File: config.mk
export PLATFORM = sky130hd
export DESIGN_NAME = pkwars_vram_arb
export DESIGN_NICKNAME = d
export VERILOG_FILES = /design/src/rtl/pkwars_pkg.sv /design/src/rtl/pkwars_slot_ctr.sv /design/src/rtl/pkwars_vram_arb.sv
export SDC_FILE = /design/constraint.sdc
export NUM_CORES = 1
export LEC_CHECK = 0
export ABC_CLOCK_PERIOD_IN_PS = 4400
export CORE_AREA = 2 2 81 83
export DETAILED_ROUTE_END_ITERATION = 12
export DIE_AREA = 0 0 83 85
export GPL_TIMING_DRIVEN = 0
export PLACE_DENSITY_LB_ADDON = 0.25
export SLEW_MARGIN = 5
export SYNTH_ARGS = -nofsm -noshare
export SYNTH_HDL_FRONTEND = slang
export SYNTH_HIERARCHICAL = 1
export SYNTH_SLANG_ARGS = --single-unit
export TNS_END_PERCENT = 100
File: constraint.sdc
create_clock -name VCLKx4 -period 4.4 [get_ports VCLKx4]
set_input_delay 0.66 -clock VCLKx4 [delete_from_list [all_inputs] [get_ports VCLKx4]]
set_output_delay 0.66 -clock VCLKx4 [all_outputs]
set_load 0.01 [all_outputs]
File: src/rtl/pkwars_pkg.sv
// Shared definitions for the PK Wars BG VRAM arbiter.
//   - slot numbering: slot SLOT_VID of every pixel period belongs to video,
//     the remaining NSLOT-1 slots belong to the CPU
//   - CPU access FSM encoding, also exported on the arbiter debug port
package pkwars_pkg;

    localparam int         NSLOT    = 4;
    localparam logic [1:0] SLOT_VID = 2'd0;

    typedef enum logic [1:0] {
        ST_IDLE = 2'd0,
        ST_PEND = 2'd1,
        ST_RDAT = 2'd2,
        ST_DONE = 2'd3
    } cpu_state_e;

endpackage

File: src/rtl/pkwars_slot_ctr.sv
// Slot counter for the VRAM time-slot arbiter.
// Ports:
//   clk      in   VCLKx4 system clock
//   rst_n    in   asynchronous active-low reset
//   vclk_en  in   pixel strobe; the cycle it is high is forced to slot 0
//   slot_eff out  slot in effect this cycle (combinational)
// The counter free-runs when no strobe arrives, so video keeps its slot even
// if the strobe is missing; an early strobe resyncs immediately.
module pkwars_slot_ctr
    import pkwars_pkg::*;
(
    input  logic       clk,
    input  logic       rst_n,
    input  logic       vclk_en,
    output logic [1:0] slot_eff
);

    logic [1:0] slot_q;

    assign slot_eff = vclk_en ? SLOT_VID : slot_q;

    always_ff @(posedge clk or negedge rst_n) begin
        if (!rst_n) begin
            slot_q <= SLOT_VID;
        end else if (slot_eff == 2'(NSLOT - 1)) begin
            slot_q <= SLOT_VID;
        end else begin
            slot_q <= slot_eff + 2'd1;
        end
    end

endmodule

File: src/rtl/pkwars_vram_arb.sv
// Time-slot arbiter sharing one single-port BG VRAM between the BG scanline
// fetch (slot 0 of every pixel period) and the Z80 (slots 1-3).
// Ports:
//   VCLKx4, RESET_N        clock (4x pixel clock), async active-low reset
//   VCLK_EN                pixel strobe, marks slot 0
//   VID_AD / VID_DT        BG fetch address in, registered fetch data out
//   CPU_REQ/WE/AD/WD       CPU request level, direction, byte address, data
//   CPU_RD/WAIT/ACK        CPU read byte, wait-state, 1-cycle completion pulse
//   RAM_AD/WE/BE/WD/RD     VRAM macro port (read data one cycle after address)
//   DBG_STATE              current CPU FSM state
// CPU handshake: CPU_REQ is a level held by the CPU; the arbiter raises
// CPU_WAIT in the cycle the request is seen and keeps it high until the DONE
// cycle, where CPU_WAIT drops and CPU_ACK pulses for exactly one cycle with
// CPU_RD valid. REQ changes after acceptance are ignored; a REQ still high in
// the cycle after DONE is a new request.
module pkwars_vram_arb
    import pkwars_pkg::*;
#(
    parameter int AW = 10,
    parameter int DW = 16
) (
    input  logic          VCLKx4,
    input  logic          RESET_N,
    input  logic          VCLK_EN,
    input  logic [AW-1:0] VID_AD,
    output logic [DW-1:0] VID_DT,
    input  logic          CPU_REQ,
    input  logic          CPU_WE,
    input  logic [AW:0]   CPU_AD,
    input  logic [7:0]    CPU_WD,
    output logic [7:0]    CPU_RD,
    output logic          CPU_WAIT,
    output logic          CPU_ACK,
    output logic [AW-1:0] RAM_AD,
    output logic          RAM_WE,
    output logic [DW/8-1:0] RAM_BE,
    output logic [DW-1:0] RAM_WD,
    input  logic [DW-1:0] RAM_RD,
    output cpu_state_e    DBG_STATE
);

    localparam int NB = DW / 8;

    cpu_state_e    state_q, state_d;
    logic [1:0]    slot_eff;
    logic          is_vid;
    logic          lat_we;
    logic [AW:0]   lat_ad;
    logic [7:0]    lat_wd;
    logic          accept, issue, use_lat;
    logic          iss_we;
    logic [AW:0]   iss_ad;
    logic [7:0]    iss_wd;
    logic [AW-1:0] ram_ad_q;
    logic          vid_cap;

    pkwars_slot_ctr u_slot (
        .clk      (VCLKx4),
        .rst_n    (RESET_N),
        .vclk_en  (VCLK_EN),
        .slot_eff (slot_eff)
    );

    assign is_vid    = (slot_eff == SLOT_VID);
    assign DBG_STATE = state_q;

    // Next state. PEND waits for a non-video slot rather than assuming the
    // next cycle is slot 1, so an early strobe just delays the issue.
    always_comb begin
        state_d = state_q;
        accept  = 1'b0;
        issue   = 1'b0;
        use_lat = 1'b0;
        case (state_q)
            ST_IDLE: begin
                if (CPU_REQ) begin
                    accept = 1'b1;
                    if (is_vid) begin
                        state_d = ST_PEND;
                    end else begin
                        issue   = 1'b1;
                        state_d = CPU_WE ? ST_DONE : ST_RDAT;
                    end
                end
            end
            ST_PEND: begin
                if (!is_vid) begin
                    issue   = 1'b1;
                    use_lat = 1'b1;
                    state_d = lat_we ? ST_DONE : ST_RDAT;
                end
            end
            ST_RDAT: state_d = ST_DONE;
            ST_DONE: state_d = ST_IDLE;
            default: state_d = ST_IDLE;
        endcase
    end

    // Issue fields: live from the CPU in IDLE, latched copies from PEND.
    always_comb begin
        iss_we = use_lat ? lat_we : CPU_WE;
        iss_ad = use_lat ? lat_ad : CPU_AD;
        iss_wd = use_lat ? lat_wd : CPU_WD;
    end

    // VRAM port mux. Gated by reset so every output reads 0 while held.
    always_comb begin
        RAM_AD = ram_ad_q;
        RAM_WE = 1'b0;
        RAM_BE = '0;
        RAM_WD = '0;
        if (RESET_N) begin
            if (is_vid) begin
                RAM_AD = VID_AD;
                RAM_BE = '1;
            end else if (issue) begin
                RAM_AD            = iss_ad[AW:1];
                RAM_WE            = iss_we;
                RAM_BE[iss_ad[0]] = 1'b1;
                RAM_WD            = {NB{iss_wd}};
            end
        end
    end

    assign CPU_WAIT = RESET_N & (((state_q == ST_IDLE) & CPU_REQ) |
                                 (state_q == ST_PEND) | (state_q == ST_RDAT));
    assign CPU_ACK  = (state_q == ST_DONE);

    always_ff @(posedge VCLKx4 or negedge RESET_N) begin
        if (!RESET_N) begin
            state_q  <= ST_IDLE;
            lat_we   <= 1'b0;
            lat_ad   <= '0;
            lat_wd   <= '0;
            VID_DT   <= '0;
            CPU_RD   <= '0;
            ram_ad_q <= '0;
            vid_cap  <= 1'b0;
        end else begin
            state_q  <= state_d;
            ram_ad_q <= RAM_AD;
            vid_cap  <= is_vid;
            if (accept) begin
                lat_we <= CPU_WE;
                lat_ad <= CPU_AD;
                lat_wd <= CPU_WD;
            end
            // RAM_RD belongs to the address presented in the previous cycle.
            if (vid_cap) begin
                VID_DT <= RAM_RD;
            end
            if (state_q == ST_RDAT) begin
                CPU_RD <= RAM_RD[{lat_ad[0], 3'b000} +: 8];
            end
        end
    end

endmodule

# [Word-level counts from Yosys, hierarchy flattened]
# Index checks and enable logic that the tools add are counted.
[totals] regBits=59 in_bits=50 output_inout_bits=57 elab_cells=58
[op_classes] addsub=1 n_lt_le_gt_ge=2 eq_ne=6 n_shift=1 mux=31 n_bitwise=4 reduce_logical=4
[op_table] op="two-way mux 16 bit" count=3
[op_table] op="two-way mux 10 bit" count=3
[op_table] op="two-way mux 2 bit" count=8
[op_table] op="variable part select 16 x 5 -> 8 bit" count=1
[op_table] op="two-way mux 1 bit" count=12
[op_table] op="two-way mux 11 bit" count=1
[op_table] op="two-way mux 8 bit" count=1
[op_table] op="case mux 2 bit (4 select lines)" count=1
[op_table] op="equality test 2 bit (second input constant)" count=3
[op_table] op="zero test 2 bit" count=2
[op_table] op="!= test 2 bit (second input constant)" count=2
[op_table] op="adder 2 x 1 -> 2 bit (second input constant)" count=1
[op_table] op="AND 1 bit" count=2
[op_table] op="equality test 2 x 1 -> 1 bit (second input constant)" count=1
[op_table] op="< comparator 1 x 2 -> 1 bit (second input constant)" count=1
[op_table] op="OR 1 bit" count=2
[op_table] op="case mux 1 bit (2 select lines)" count=1
[op_table] op="AND reduction 2 bit" count=1
[op_table] op="demux 1 bit (select 1 bit)" count=1
[op_table] op="greater-or-equal comparator 1 bit (second input constant)" count=1
[op_table] op="logical AND 1 bit" count=1

# [Depth between registers and ports, before layout]
# Gate-level depths: netlist of run 1.
[logic_depth] ltp_word=12 mapped_depth=9 depth_no_buf=5

# [Hierarchy]
# The synthesis of run 1 kept the hierarchy.
[modules_own_cells] module="pkwars_vram_arb" instances=1 cells_per_inst=231 area_each_um2=2835.2 seq_area_each_um2=1426.4
[modules_own_cells] module="pkwars_slot_ctr" instances=1 cells_per_inst=7 area_each_um2=81.3 seq_area_each_um2=50.0

# [Worst setup path after synthesis of run 1]
# No wires, ideal clock.
[synth_path] path_type="register -> output" start="register state_q[1] (netlist: DBG_STATE[1])" end="output RAM_WD[10]" arrival_time_ns=1.697 t_required_ns=3.740 setup_slack_ns=2.043 stages_incl_launch_ff=10 n_path_buf=4 cell_sequence="dfrtp_1 inv_1 ha_1 buf_6 buf_8 o21ai_0 buf_4 mux2i_1 nor2_1 buf_4"
[synth_between] elab_chain_len=6
[synth_rtl] element="from (decl)" line="pkwars_vram_arb.sv:44" text="cpu_state_e state_q, state_d;"
[synth_rtl] element="from (signal assigned)" line="pkwars_vram_arb.sv:140" text="state_q <= state_d;"
[synth_rtl] element="equality test 2 x 1 -> 1 bit" line="pkwars_vram_arb.sv:74" text="case (state_q)"
[synth_rtl] element="two-way mux 1 bit" line="pkwars_vram_arb.sv:74"
[synth_rtl] element="two-way mux 8 bit" line="pkwars_vram_arb.sv:103" text="iss_wd = use_lat ? lat_wd : CPU_WD;"
[synth_rtl] element="two-way mux 16 bit *" line="pkwars_vram_arb.sv:116" text="end else if (issue) begin"
[synth_rtl] element="two-way mux 16 bit *" line="pkwars_vram_arb.sv:113" text="if (is_vid) begin"
[synth_rtl] element="two-way mux 16 bit *" line="pkwars_vram_arb.sv:112" text="if (RESET_N) begin"
[synth_rtl] element="to (decl)" line="pkwars_vram_arb.sv:37" text="output logic [DW-1:0] RAM_WD,"
# Every way passes the cells marked *; elsewhere a longest branch is shown, timed or not.

# [Worst setup path after layout of run 1]
[layout_path] start="input VCLK_EN" end="output RAM_WD[9]"
[layout_between] elab_chain_len=8
[layout_rtl] element="from (decl)" line="pkwars_vram_arb.sv:24" text="input logic VCLK_EN,"
[layout_rtl] element="two-way mux 2 bit *" line="pkwars_slot_ctr.sv:20" text="assign slot_eff = vclk_en ? SLOT_VID : slot_q;"
[layout_rtl] element="via slot_eff[1]" line="pkwars_vram_arb.sv:45" text="logic [1:0] slot_eff;"
[layout_rtl] element="zero test 2 bit *" line="pkwars_vram_arb.sv:64" text="assign is_vid = (slot_eff == SLOT_VID);"
[layout_rtl] element="two-way mux 1 bit" line="pkwars_vram_arb.sv:78, pkwars_vram_arb.sv:87"
[layout_rtl] element="two-way mux 1 bit, on equally long branches" line="pkwars_vram_arb.sv:76, pkwars_vram_arb.sv:74"
[layout_rtl] element="case mux 1 bit (2 select lines) or two-way mux 8 bit (tied branches)" line="pkwars_vram_arb.sv:74, pkwars_vram_arb.sv:103"
[layout_rtl] element="two-way mux 16 bit" line="pkwars_vram_arb.sv:116"
[layout_rtl] element="two-way mux 16 bit *" line="pkwars_vram_arb.sv:113"
[layout_rtl] element="two-way mux 16 bit *" line="pkwars_vram_arb.sv:112"
# Mark *: on every way through the listed nets, which the timed path passes. The rest lies on a longest branch.

==> impl_results.md, run 1 <==
* Clk sinks at 59
* Multi-input gate area at 0.001276 mm^2
* DRT iter0 DRCs at 102
* Req. time, crit path at 3.74 ns
* Period utilization at 80.44%
* Worst skew pair latency at 0.33 ns
* RSZ-0062 raised after global routing: no
* Fin nets at 410
* Initial antenna violation count at 0
* Critical Path End Type: output port
* Outcome: completed
* Yosys reg bits at 59
* Fill cell count at 475
* CP top delay family: buffers and inverters
* Sequential share of the synthesized area at 50.62%
* Max-capacitance violation count at 0
* All-Layer GR Usage at 20.72%
* Netlist cell types at 32
* PostCTS Resize Cnt at 0
* Final worst slack at 0.8605 ns
* Final hold vios at 0
* CP most frequent cell: clkdlybuf4s50_1
* Slew @ Worst Pin at 0.7613 ns
* Maximum clock rate at 282.5 MHz
* WP buf/inv at 3
* Largest stage delay, worst path at 0.53 ns
* Synth-to-Final Area Change at 46.25%
* Htree depth at 3
* Worst vdd ir at 0.0003282 V
* Startpoint types: primary input
* CP Depth at 7
* Rows at 29
* Post-route ant nets at 0
* Via density at 5.174
* Die Y at 85 um
* Die ar. at 0.007055 mm^2
* Critical Path AT at 2.88 ns
* N_diodes at 0
* Skew final at 0.008374 ns
* DP HPWL at 4930 um
* Setup Fix Bufs, Post-CTS at 0
* DP Area at 0.004071 mm^2
* Crit Path Max Fanout at 9
* Wirelength per Cell at 15.88 um
* Chip width at 83 um
* Reg area at 0.001476 mm^2
* Root Driver: clkbuf_8
* CTS tree: built
* First-pass GRT wire length at 11500 um
* Non-Filler Instances at 436
* First-pass detailed-route iteration total at 4
* Crit Path Class: in2out
* Placed cells at 421
* Largest net degree at the start of global routing at 61
* LEAKAGE at 1.843 nW
* Syn_area_per_cell at 12.25 um^2
* Cell count of the worst reg-to-reg path at 7
* Fin area at 0.004265 mm^2
* Syn Nets at 293
* Syn Inst Count at 238
* Cells along the critical path: clkdlybuf4s50_1 > nor2b_1 > nor2_2 > nand3b_1 > nor2_1 > buf_4 > clkdlybuf4s50_1
* Clk buf depth at 2
* Starting Density at 47.01%
* Num CTS Buffers at 9
* DRT Wirelength at 6923 um
* Pins Over Slew Limit at 0
* Proportion of layout cells with a drive suffix above 1 at 23.12%
* Final min period at 3.540 ns
* Worst path slowest cell: clkdlybuf4s50_1
* RD Place Congestion at 0.7081
* Place WS at 0.8461 ns
* Vias after detailed routing at 2256
* Type of the tightest min-delay check: in2async
* Drc violations at 0
* Ys Warns at 6
* CTS Hold Bufs at 0
* Fin util at 68.74%
* CORE AREA at 0.006205 mm^2
* Power density over the cells at 563.7 mW/mm^2
* Total grt overflow at 0
* Max-slew headroom at 49.25%
* Vias in the first global route at 2431
* Synthesized cell area at 0.002917 mm^2
* Clock slew at reported path FFs at 0.06 ns
* Buffers on Ports at 106
* Top Ports at 107
* Final setup viols at 0
-- cells in the mapped netlist (all sizes together) --
library cell / number / area share (%)
a211o: 1 / 0.34
a21o: 1 / 0.26
a21oi: 11 / 2.3
a2bb2oi: 10 / 3.0
buf: 21 / 4.8
clkbuf: 3 / 0.39
dfrtp: 59 / 51
ha: 5 / 2.1
inv: 3 / 0.39
mux2: 46 / 18
mux2i: 18 / 6.2
nand2: 4 / 0.51
nand2b: 1 / 0.21
nand3: 1 / 0.17
nand3b: 1 / 0.26
nor2: 20 / 2.7
nor2b: 4 / 0.94
nor3: 1 / 0.17
o21a: 3 / 0.77
o21ai: 3 / 0.51
o31a: 1 / 0.30
o31ai: 10 / 2.6
or3: 10 / 2.1
xnor2: 1 / 0.30
-- cells in the final DEF, fill, tap and decap left out, drive strengths merged, types with 3 or more instances in the layout --
cell and count:
clkbuf 16, mux2i 18, o31ai 10, mux2 46
clkdlybuf4s50 105, nand2 4, or3 10, a2bb2oi 10
inv 3, nor2b 4, o21a 3, ha 5
o21ai 3, nor2 20, buf 22, a21oi 11
dfrtp 59
-- power breakdown --
| part | internal [mW] | total, mW | switching [mW] |
|---|---|---|---|
| clock network | 0.289 | 0.489 | 0.200 |
| logic | 0.606 | 1.08 | 0.474 |
| registers | 0.741 | 0.835 | 0.0946 |
-- worst register-to-register path, cell delays in order, from the launching register on --
cell and delay (ns):
dfrtp_1 0.43, inv_1 0.12, ha_1 0.16, buf_6 0.16, buf_8 0.16, mux2_4 0.30, o31ai_1 0.23, a2bb2oi_1 0.12
-- area by class of cell --
class,instances,area share (%)
Buffer,24,3.579
Clock buffer,13,3.725
Clock inverter,2,0.8214
Inverter,3,0.2640
Multi-Input combinational cell,152,29.92
Sequential cell,59,34.61
Tap cell,77,2.259
Timing Repair Buffer,106,24.82
-- final timing paths --
| kind | end | slack, ns | start |
|---|---|---|---|
| setup / recovery | RAM_WD[9] | 0.86 | VCLK_EN |
| hold / removal | ram_ad_q[5] | 0.39 | RESET_N |
| setup reg to reg | ram_ad_q[7] | 2.57 | DBG_STATE[1] |
| hold reg to reg | lat_wd[7] | 0.50 | lat_wd[7] |
| max in group asynchronous | lat_wd[6] | 3.50 | RESET_N |
| min in group VCLKx4 | lat_wd[7] | 0.50 | lat_wd[7] |
-- stage by stage --
step | TNS, ns | total power, mW | hold slack, ns
after CTS | 0 | 2.428 | 0.4228
after floorplan | 0 | 1.480 | 0.3644
after global routing | 0 | 2.557 | 0.4555
final | 0 | 2.404 | 0.3949
after detailed placement | 0 | 1.928 | 0.4924
after global placement | -24.79 | 1.894 | 0.4814
-- per-layer routing --
layer  wire, um  vias up  global-route usage (%)
met5          0        -                       0
met4        159        0                   9.538
met3        450       19                   6.809
met2       3447       74                   34.60
met1       2864     1088                   24.41
li1           -     1075                       -
-- sequential cells by signal, summed over array words and instances (netlist names) --
register,cells
vid_cap,1
lat_we,1
lat_ad,11
lat_wd,8
ram_ad_q,10
DBG_STATE,2
CPU_RD,8
u_slot/slot_q,2
VID_DT,16
-- logic make-up (layout without fill, tap and decap cells) --
family / after synthesis / in the layout / share of synthesized area, %
mux: 64 / 64 / 24.20
flops: 59 / 59 / 50.62
simple gates: 42 / 42 / 7.079
compound gates: 40 / 40 / 10.04
buf+inv: 27 / 148 / 5.620
fa+ha+maj: 5 / 5 / 2.145
xor+xnor: 1 / 1 / 0.3004
Note: power is estimated with default switching activity, not from simulation.
==> run 2, diff against run 1 <==
--- a/config.mk
+++ b/config.mk
@@ -5,10 +5,10 @@
 export SDC_FILE = /design/constraint.sdc
 export NUM_CORES = 1
 export LEC_CHECK = 0
-export ABC_CLOCK_PERIOD_IN_PS = 4400
-export CORE_AREA = 2 2 81 83
+export ABC_CLOCK_PERIOD_IN_PS = 3300
+export CORE_AREA = 2 2 84 86
 export DETAILED_ROUTE_END_ITERATION = 12
-export DIE_AREA = 0 0 83 85
+export DIE_AREA = 0 0 86 88
 export GPL_TIMING_DRIVEN = 0
 export PLACE_DENSITY_LB_ADDON = 0.25
 export SLEW_MARGIN = 5
==> constraint.sdc (replaced) <==
create_clock -name VCLKx4 -period 3.3 [get_ports VCLKx4]
set_input_delay 0.495 -clock VCLKx4 [delete_from_list [all_inputs] [get_ports VCLKx4]]
set_output_delay 0.495 -clock VCLKx4 [all_outputs]
set_load 0.01 [all_outputs]
==> run 2 against run 1 <==
Compared with the run above: die area rose by 7.3%; combinational power grew 34%; count of clock-buffer cells in the layout decreased by 1; total power increased by 36%; clock power up 42%; register-to-register slack got worse by 1.1 ns; clock skew grew 0.0018 ns; critical path type unchanged; critical endpoint is now RAM_AD[2]; largest power group unchanged.
==> impl_results.md, run 2 (synthesis results as in run 1) <==
* Maximum clock rate at 316.3 MHz
* RSZ-0062 raised after global routing: no
* Crit Path Max Fanout at 10 (+1)
* Type of the tightest min-delay check: in2async
* Combinational share of power at 44.4% (-0.5 points)
* Wirelength per Cell at 16.22 um (+2.2%)
* Synth-to-Final Area Change at 47.62%
* Switching share of power at 32.28% (+0.30 points)
* Vias after detailed routing at 2260 (+0.18%)
* RD Place Congestion at 0.7680 (+8.5%)
* Clock slew at reported path FFs at 0.07 ns (about the same)
* CTS tree: built
* Max-slew headroom at 63.71% (+14 points)
* Seq pwr share at 34.2% (-0.5 points)
* Die Y at 88 um (+3.5%)
* Crit Path Class: in2out
* Final hold vios at 0 (unchanged)
* Largest net degree at the start of global routing at 61 (unchanged)
* Fin nets at 411 (+0.24%)
* Outcome: completed
* Place WS at 0.04272 ns (-0.8034 ns)
* Die ar. at 0.007568 mm^2 (+7.3%)
* Power density over the cells at 756.7 mW/mm^2 (+34%)
* DRT iter0 DRCs at 49 (-52%)
* CORE AREA at 0.006644 mm^2 (+7.1%)
* Final setup viols at 0 (unchanged)
* DP Area at 0.004075 mm^2 (about the same)
* Total grt overflow at 0 (unchanged)
* DRT Wirelength at 7153 um (+3.3%)
* Max-capacitance violation count at 0 (unchanged)
* Post-route ant nets at 0 (unchanged)
* Cell count of the worst reg-to-reg path at 7 (unchanged)
* Worst skew pair latency at 0.33 ns (about the same)
* Pins Over Slew Limit at 0 (unchanged)
* Drc violations at 0 (unchanged)
* Htree depth at 3 (unchanged)
* Largest reg by FF count: VID_DT
* Critical Path End Type: output port
* Most frequent cells in the layout: clkdlybuf4s50_1 (105), dfrtp_1 (59), mux2_2 (44), nor2_1 (19), mux2i_1 (18)
* First-pass detailed-route iteration total at 4 (unchanged)
* Clk buf depth at 2 (unchanged)
* Sum Neg Setup Slack at 0 ns (unchanged)
* CTS Hold Bufs at 0 (unchanged)
* Initial antenna violation count at 0 (unchanged)
* Vias in the first global route at 2454 (+0.95%)
* Final min period at 3.162 ns
* N_diodes at 0 (unchanged)
* First-pass GRT wire length at 11720 um (+2.0%)
* DP HPWL at 4981 um (+1.0%)
* Final worst slack at 0.1382 ns (-0.7223 ns)
* Max reg flops at 16 (unchanged)
* Req. time, crit path at 2.80 ns (-0.94 ns)
* Buffers on Ports at 106 (unchanged)
* All-Layer GR Usage at 20.16% (-0.55 points)
* Root Driver: clkbuf_8
* Internal reg-to-reg setup slack at 1.48 ns (-1.09 ns)
* Commonest non-fill, non-tap cell in the layout: clkdlybuf4s50_1
* P_int at 2.206 mW (+35%)
* Clk sinks at 59 (unchanged)
* Top Ports at 107 (unchanged)
* Starting Density at 43.90% (-3.1 points)
* Via density at 5.125 (-0.96%)
* Slew @ Worst Pin at 0.5443 ns (-0.2170 ns)
* Fin util at 64.80% (-3.9 points)
* Worst r2r dst: ram_ad_q[7]
* Num CTS Buffers at 9 (unchanged)
* Total power at 3.258 mW (+36%)
* LEAKAGE at 1.862 nW (+1.0%)
* Rows at 30 (+3.4%)
* Startpoint types: primary input
* Fin area at 0.004305 mm^2 (+0.94%)
* Worst vdd ir at 0.0003817 V (+16%)
* Critical Path AT at 2.67 ns (-0.21 ns)
* Skew final at 0.01015 ns (+0.001780 ns)
* Crit Reg-Reg Startpoint: DBG_STATE[1]
* Clock share of power at 21.4% (+1.1 points)
* Largest registers: VID_DT (16), lat_ad (11), ram_ad_q (10)
* Period utilization at 95.81%
* Proportion of layout cells with a drive suffix above 1 at 24.38% (+1.3 points)
* Chip width at 86 um (+3.6%)
* NetSw at 1.052 mW (+37%)
==> run 2: cell count changes in the layout (fill, tap and decap cells not counted) <==
| cell | delta |
|---|---|
| clkbuf_1 | -3 |
| buf_6 | +1 |
| clkbuf_2 | +1 |
| clkbuf_8 | +1 |
| clkinv_2 | +1 |
| clkinvlp_4 | +1 |
| nor2_2 | -1 |
| nor2_4 | +1 |
==> run 2: area by class of cell <==
cell class | count | area (um^2)
clock buffer | 12 | 165.2
timing repair buffer | 107 | 1070
tap | 80 | 100.1
fill | 530 | 2338
clock inverter | 4 | 47.55
multi-input combinational | 152 | 1281
sequential | 59 | 1476
inverter | 3 | 11.26
buffer | 24 | 153.9
==> run 2: power groups by stage <==
stage	registers [mW]	clock network (mW)	logic, mW
global route	1.15	0.732	1.58
detailed placement	1.13	0	1.45
finish	1.12	0.696	1.45
CTS	1.12	0.704	1.46
floorplan	1.14	0	0.831
global placement	1.11	0	1.43
==> run 2: worst max-delay path by stage <==
stage | from | to | slack, ns | depth (start not counted)
after floorplan | DBG_STATE[1] | RAM_WD[10] | 1.11 | 9
after global placement | RESET_N | RAM_WD[8] | -1.85 | 6
after detailed placement | RESET_N | RAM_WD[8] | 0.04 | 6
after CTS | RESET_N | RAM_WD[8] | 0.04 | 6
after global routing | VCLK_EN | RAM_AD[2] | 0.01 | 7
final | VCLK_EN | RAM_AD[2] | 0.14 | 7
==> run 2: critical path, cell delays in order <==
cell             delay, ns
clkdlybuf4s50_1       0.46
nor2b_2               0.25
clkbuf_1              0.37
or3_1                 0.17
o31ai_1               0.06
a2bb2oi_1             0.26
clkdlybuf4s50_1       0.59
==> run 2: what timing repair did <==
action,4_1_cts,5_1_grt
setup endpoints to repair,0,20
hold endpoints to repair,0,0
resized for setup,0,4
setup buffers,0,1
==> run 2: per-layer routing <==
metal	wire length, um	track usage (%)
met3	531	5.938
met4	125	8.658
met5	0	0
met2	3491	33.33
met1	3004	24.67
==> run 2: through the flow <==
| step | cells | hold slack [ns] |
|---|---|---|
| global route | 441 | 0.1792 |
| finish | 441 | 0.1243 |
| CTS | 440 | 0.2561 |
| global placement | 424 | 0.4810 |
| floorplan | 238 | 0.1994 |
| detailed placement | 424 | 0.4922 |
==> run 3, diff against run 2 <==
--- a/config.mk
+++ b/config.mk
@@ -11,6 +11,7 @@
 export DIE_AREA = 0 0 86 88
 export GPL_TIMING_DRIVEN = 0
 export PLACE_DENSITY_LB_ADDON = 0.25
+export SKIP_LAST_GASP = 1
 export SLEW_MARGIN = 5
 export SYNTH_ARGS = -nofsm -noshare
 export SYNTH_HDL_FRONTEND = slang
==> results of run 3 <==
Same layout as run 2: the final DEF is identical, and so are final timing and power.
